### config.mk
export PLATFORM = sky130hd
export DESIGN_NAME = imem_loader
export DESIGN_NICKNAME = d
export VERILOG_FILES = /design/src/rtl/imem_loader.sv
export SDC_FILE = /design/constraint.sdc
export NUM_CORES = 1
export LEC_CHECK = 0
export ABC_AREA = 1
export CAP_MARGIN = 5
export CORE_AREA = 3 3 129 106
export DETAILED_ROUTE_END_ITERATION = 8
export DIE_AREA = 0 0 132 109
export GPL_ROUTABILITY_DRIVEN = 1
export PLACE_DENSITY = 0.89
export SETUP_SLACK_MARGIN = 0.5
export SLEW_MARGIN = 30
export SYNTH_ARGS = -nofsm -noshare
export SYNTH_HDL_FRONTEND = slang
export SYNTH_SLANG_ARGS = --single-unit
### constraint.sdc
create_clock -name clka -period 3.5 [get_ports clka]
set_clock_uncertainty 0.2 [all_clocks]
set_input_delay 0.7 -clock clka [delete_from_list [all_inputs] [get_ports clka]]
set_output_delay 0.7 -clock clka [all_outputs]
set_load 0.005 [all_outputs]
### src/rtl/imem_loader.sv
// imem_loader: streams little-endian bytes into 32-bit words and writes them
// to an instruction memory, holding the core stalled for the whole load.
//
// Ports:
//   clka, rsta          clock, synchronous active-high reset
//   start               load request, honoured only while idle
//   base_addr           first word address, latched on an accepted start
//   word_count          words to load, latched on an accepted start
//   rx_valid, rx_data   byte stream in
//   rx_ready            byte stream ready, high only while collecting
//   wea, addra, dina    imem write port, one-cycle write per word
//   busy, core_hold     high whenever a load is in progress
//   done                one-cycle completion pulse
//   err                 sticky flag for an oversize request
//   checksum            mod-2^32 sum of the words written by this/last load
module imem_loader #(
   parameter int unsigned ADDR_W = 9,
   parameter int unsigned CNT_W  = 10
) (
   input  logic              clka,
   input  logic              rsta,
   input  logic              start,
   input  logic [ADDR_W-1:0] base_addr,
   input  logic [CNT_W-1:0]  word_count,
   input  logic              rx_valid,
   input  logic [7:0]        rx_data,
   output logic              rx_ready,
   output logic              wea,
   output logic [ADDR_W-1:0] addra,
   output logic [31:0]       dina,
   output logic              busy,
   output logic              core_hold,
   output logic              done,
   output logic              err,
   output logic [31:0]       checksum
);

   // Wide enough to compare word_count against the memory depth.
   localparam int unsigned CMP_W = CNT_W + ADDR_W + 1;
   localparam logic [CMP_W-1:0] MAX_WORDS = CMP_W'(1) << ADDR_W;

   typedef enum logic [1:0] {
      IDLE    = 2'd0,
      COLLECT = 2'd1,
      WRITE   = 2'd2,
      FINISH  = 2'd3
   } state_t;

   state_t            state, state_d;
   logic [ADDR_W-1:0] addr, addr_d;
   logic [CNT_W-1:0]  remain, remain_d;
   logic [1:0]        byte_idx, byte_idx_d;
   logic [23:0]       shift, shift_d;

   logic              rx_ready_d, wea_d, busy_d, done_d, err_d;
   logic [ADDR_W-1:0] addra_d;
   logic [31:0]       dina_d, checksum_d;
   logic [CMP_W-1:0]  wc_ext;

   assign wc_ext = CMP_W'(word_count);

   // Next-state and next-output logic. Status outputs are registered from
   // the next state so they line up exactly with the state they describe.
   always_comb begin
      state_d    = state;
      addr_d     = addr;
      remain_d   = remain;
      byte_idx_d = byte_idx;
      shift_d    = shift;
      wea_d      = 1'b0;
      addra_d    = addra;
      dina_d     = dina;
      err_d      = err;
      checksum_d = checksum;

      case (state)
         IDLE: begin
            if (start) begin
               if (wc_ext == '0) begin
                  state_d    = FINISH;
                  checksum_d = '0;
               end else if (wc_ext > MAX_WORDS) begin
                  err_d = 1'b1;
               end else begin
                  state_d    = COLLECT;
                  addr_d     = base_addr;
                  remain_d   = word_count;
                  byte_idx_d = 2'd0;
                  checksum_d = '0;
                  err_d      = 1'b0;
               end
            end
         end
         COLLECT: begin
            if (rx_valid && rx_ready) begin
               if (byte_idx == 2'd3) begin
                  // Fourth byte completes the word; present it on the write port.
                  state_d = WRITE;
                  wea_d   = 1'b1;
                  addra_d = addr;
                  dina_d  = {rx_data, shift};
               end else begin
                  case (byte_idx)
                     2'd0:    shift_d[7:0]   = rx_data;
                     2'd1:    shift_d[15:8]  = rx_data;
                     default: shift_d[23:16] = rx_data;
                  endcase
                  byte_idx_d = byte_idx + 2'd1;
               end
            end
         end
         WRITE: begin
            checksum_d = checksum + dina;
            addr_d     = addr + ADDR_W'(1);
            remain_d   = remain - CNT_W'(1);
            byte_idx_d = 2'd0;
            state_d    = (remain == CNT_W'(1)) ? FINISH : COLLECT;
         end
         FINISH: begin
            state_d = IDLE;
         end
         default: begin
            state_d = IDLE;
         end
      endcase

      rx_ready_d = (state_d == COLLECT);
      busy_d     = (state_d != IDLE);
      done_d     = (state_d == FINISH);
   end

   // State, datapath and output registers.
   always_ff @(posedge clka) begin
      if (rsta) begin
         state     <= IDLE;
         addr      <= '0;
         remain    <= '0;
         byte_idx  <= 2'd0;
         shift     <= '0;
         rx_ready  <= 1'b0;
         wea       <= 1'b0;
         addra     <= '0;
         dina      <= '0;
         busy      <= 1'b0;
         core_hold <= 1'b0;
         done      <= 1'b0;
         err       <= 1'b0;
         checksum  <= '0;
      end else begin
         state     <= state_d;
         addr      <= addr_d;
         remain    <= remain_d;
         byte_idx  <= byte_idx_d;
         shift     <= shift_d;
         rx_ready  <= rx_ready_d;
         wea       <= wea_d;
         addra     <= addra_d;
         dina      <= dina_d;
         busy      <= busy_d;
         core_hold <= busy_d;
         done      <= done_d;
         err       <= err_d;
         checksum  <= checksum_d;
      end
   end

endmodule
==> impl_metrics.tcl <==
set metrics [dict create \
    status "finished clean" \
    setup_viol 0 \
    grt_pass1_vias 6999 \
    finalMaxSlewViolations 0 \
    ant_nets 0 \
    dp_hpwl_microns 15100 \
    maxCapViolations 0 \
    n_antenna_cell 0 \
    wl_microns 21400 \
    cts-htree-levels 4 \
    place.gp.congestion 0.990 \
    rsz0062_at_grt "no" \
    numPortBuffers 109 \
    ys_top_cells_by_area "dfxtp_1, nand2_1, a21oi_1" \
    fin_cells 1416 \
    drc_errors 0 \
    synth_area_leader_cell "dfxtp_1" \
    syn-cell-area_sq_um 7320 \
    via_count 7845 \
    cp-start-kind "register" \
    synth-edff-count 0 \
    worstSetupPathType "register to register" \
    drtPass1Iterations 5 \
    clk_pin_slew_worst_paths_ns 0.06 \
    final_area_sq_um 9030 \
    yosysUniqueCellTypes 39 \
    finalCritPeriodShare_pct 72.9 \
    power_density_nw_per_um2 378 \
    multi_input_area_sq_um 4010 \
    row_count 36 \
    fin_util_pct 73.4 \
    grt_overflow 0 \
    die_area_sq_um 14400 \
    synth_top_cells_by_count "nand2_1, inv_1, a21oi_1" \
    via_per_inst 5.54 \
    cts_buffer_depth 2 \
    die_w_microns 132 \
    crit_chain "ha_1, inv_1, fa_1, inv_1, nand3_1, nand3_1, nand2_1, nand3_1, nand2_1, nand2_1, nand2_1, nand3_1, a21oi_1" \
    max_slew_margin_pct 48.3 \
    wl_per_cell_microns 15.1 \
    synthFlopType "dfxtp_1" \
    cts_tree "yes" \
    start_util_pct 59.6 \
    drive_gt1_share_pct 4.98 \
    first_iter_violations 816 \
    syn_to_final_growth_pct 23.3 \
    placed_cell_area_sq_um 8470 \
    core-area_sq_um 12300 \
    p_leak_uw 0.00429 \
    post_cts_resized 0 \
    synthArstFlopShare_pct 0 \
    ys_seq_elements 125 \
    io_pins 110 \
    synth_fp_nets 1209 \
    insertion_delay_ns 0.42 \
    die_y_microns 109 \
    tightest_slew_ns 0.774 \
    slowest_stage "dfxtp_1" \
    max_stage_delay_ns 0.38 \
    clock-sinks 125 \
    netlist_instances 1139 \
    root_buffer "clkbuf_16" \
    synthesis.yosys.warnings 0 \
    path_max_fanout 5 \
    required_ns 3.58 \
    min_path_type "register to register" \
    cp.arrival_ns 2.63 \
    fill_cells 970 \
    finalSetupTns_ns 0 \
    ir_drop_mv 0.409 \
    cts_buffers 17 \
    synth.most_common_cell "nand2_1" \
    post-cts-setup-buffers 0 \
    antenna_found_initial 0 \
    synth_top_cell_area_share_pct 34.2 \
    final_nets 1303 \
    grt_pass1_wl_microns 34100 \
    endpoint_kind "register" \
    place_inst 1385 \
    seqCellArea_sq_um 2500 \
    track_usage_pct 29.4 \
    hold_buffers 0 \
    avgSynthCellArea_sq_um 6.43 \
    seq_area_frac_synth_pct 34.2 \
    grt_max_degree 71 \
    period_needed_ns 2.55 \
    fmax_mhz 392 \
    finalHoldViolations 0 \
]
==> layer usage <==
metal | share of wire, % | wire (microns) | up-vias | track usage (%)
li1 | - | - | 3853 | -
met1 | 45 | 9570 | 3528 | 39.9
met2 | 43 | 9200 | 407 | 46.1
met3 | 9.2 | 1970 | 57 | 6.87
met4 | 3.2 | 684 | 0 | 11.0
met5 | 0 | 0 | - | 0
==> cells by family (layout without fill, tap and decap cells) <==
family,Yosys count,after routing,synth area share (%)
buf+inv,203,309,11.1
flops,125,125,34.2
compound gates,246,246,18.0
xor+xnor,4,4,0.478
fa+ha+maj,39,39,6.77
simple gates,522,522,29.5
==> cell type report <==
cell class / count / share of cell area (%)
clock inverters: 10 / 1.01
flip-flops and latches: 125 / 27.7
inverters: 164 / 6.82
clock buffers: 21 / 5.21
repair buffers: 114 / 12.4
well taps: 171 / 2.37
multi-input cells: 811 / 44.4
==> critical path: cells and delay by family (launching register included) <==
kind            cells  cell delay, ns
simple gates        8            0.95
fa+ha+maj           2            0.58
flops               1            0.38
buf+inv             2            0.22
compound gates      1            0.07
==> through the flow <==
step                      setup WS (ns)  hold slack (ns)  power [uW]
final                             0.950            0.252        3410
after global routing              0.797            0.282        3510
after CTS                          1.05            0.254        3420
after detailed placement          0.763            0.247        1750
after floorplan                    1.50            0.230        1660
after global placement            0.810            0.240        1740
==> registers in the layout, indices dropped and copies added (netlist names) <==
signal and count:
checksum 32, dina 32, rx_ready 1, byte_idx 2, core_hold 1, addr 9, remain 10, addra 9
err 1, wea 1, state 2, done 1, shift 24
==> cells in the final DEF (no fill, tap or decap), types with 6 or more instances in the layout <==
cell,instances
nand2_1,312
inv_1,158
a21oi_1,128
dfxtp_1,125
clkdlybuf4s50_1,108
nor2_1,107
nand3_1,66
o21ai_0,61
ha_1,38
o21ai_1,32
clkbuf_16,17
nor3_1,9
a211oi_1,8
nand4_1,6
or2_2,6
==> report_power, final <==
group          total, uW  internal, uW  switching [uW]
clock network       1680          1030             659
registers           1480          1450            22.9
logic                255          94.3             161
total               3410          2570             842
==> path summary, 6_finish.rpt <==
check / start / to / slack, ns / depth (start not counted)
setup / recovery: dina[0]$_SDFFE_PP0P_ / checksum[28]$_SDFFE_PP0P_ / 0.95 / 13
hold / removal: shift[17]$_SDFFE_PP0P_ / dina[17]$_SDFFE_PP0P_ / 0.25 / 2
setup reg to reg: dina[0]$_SDFFE_PP0P_ / checksum[28]$_SDFFE_PP0P_ / 0.95 / 13
hold reg to reg: shift[17]$_SDFFE_PP0P_ / dina[17]$_SDFFE_PP0P_ / 0.25 / 2
Power figures use the tool's default switching activity.
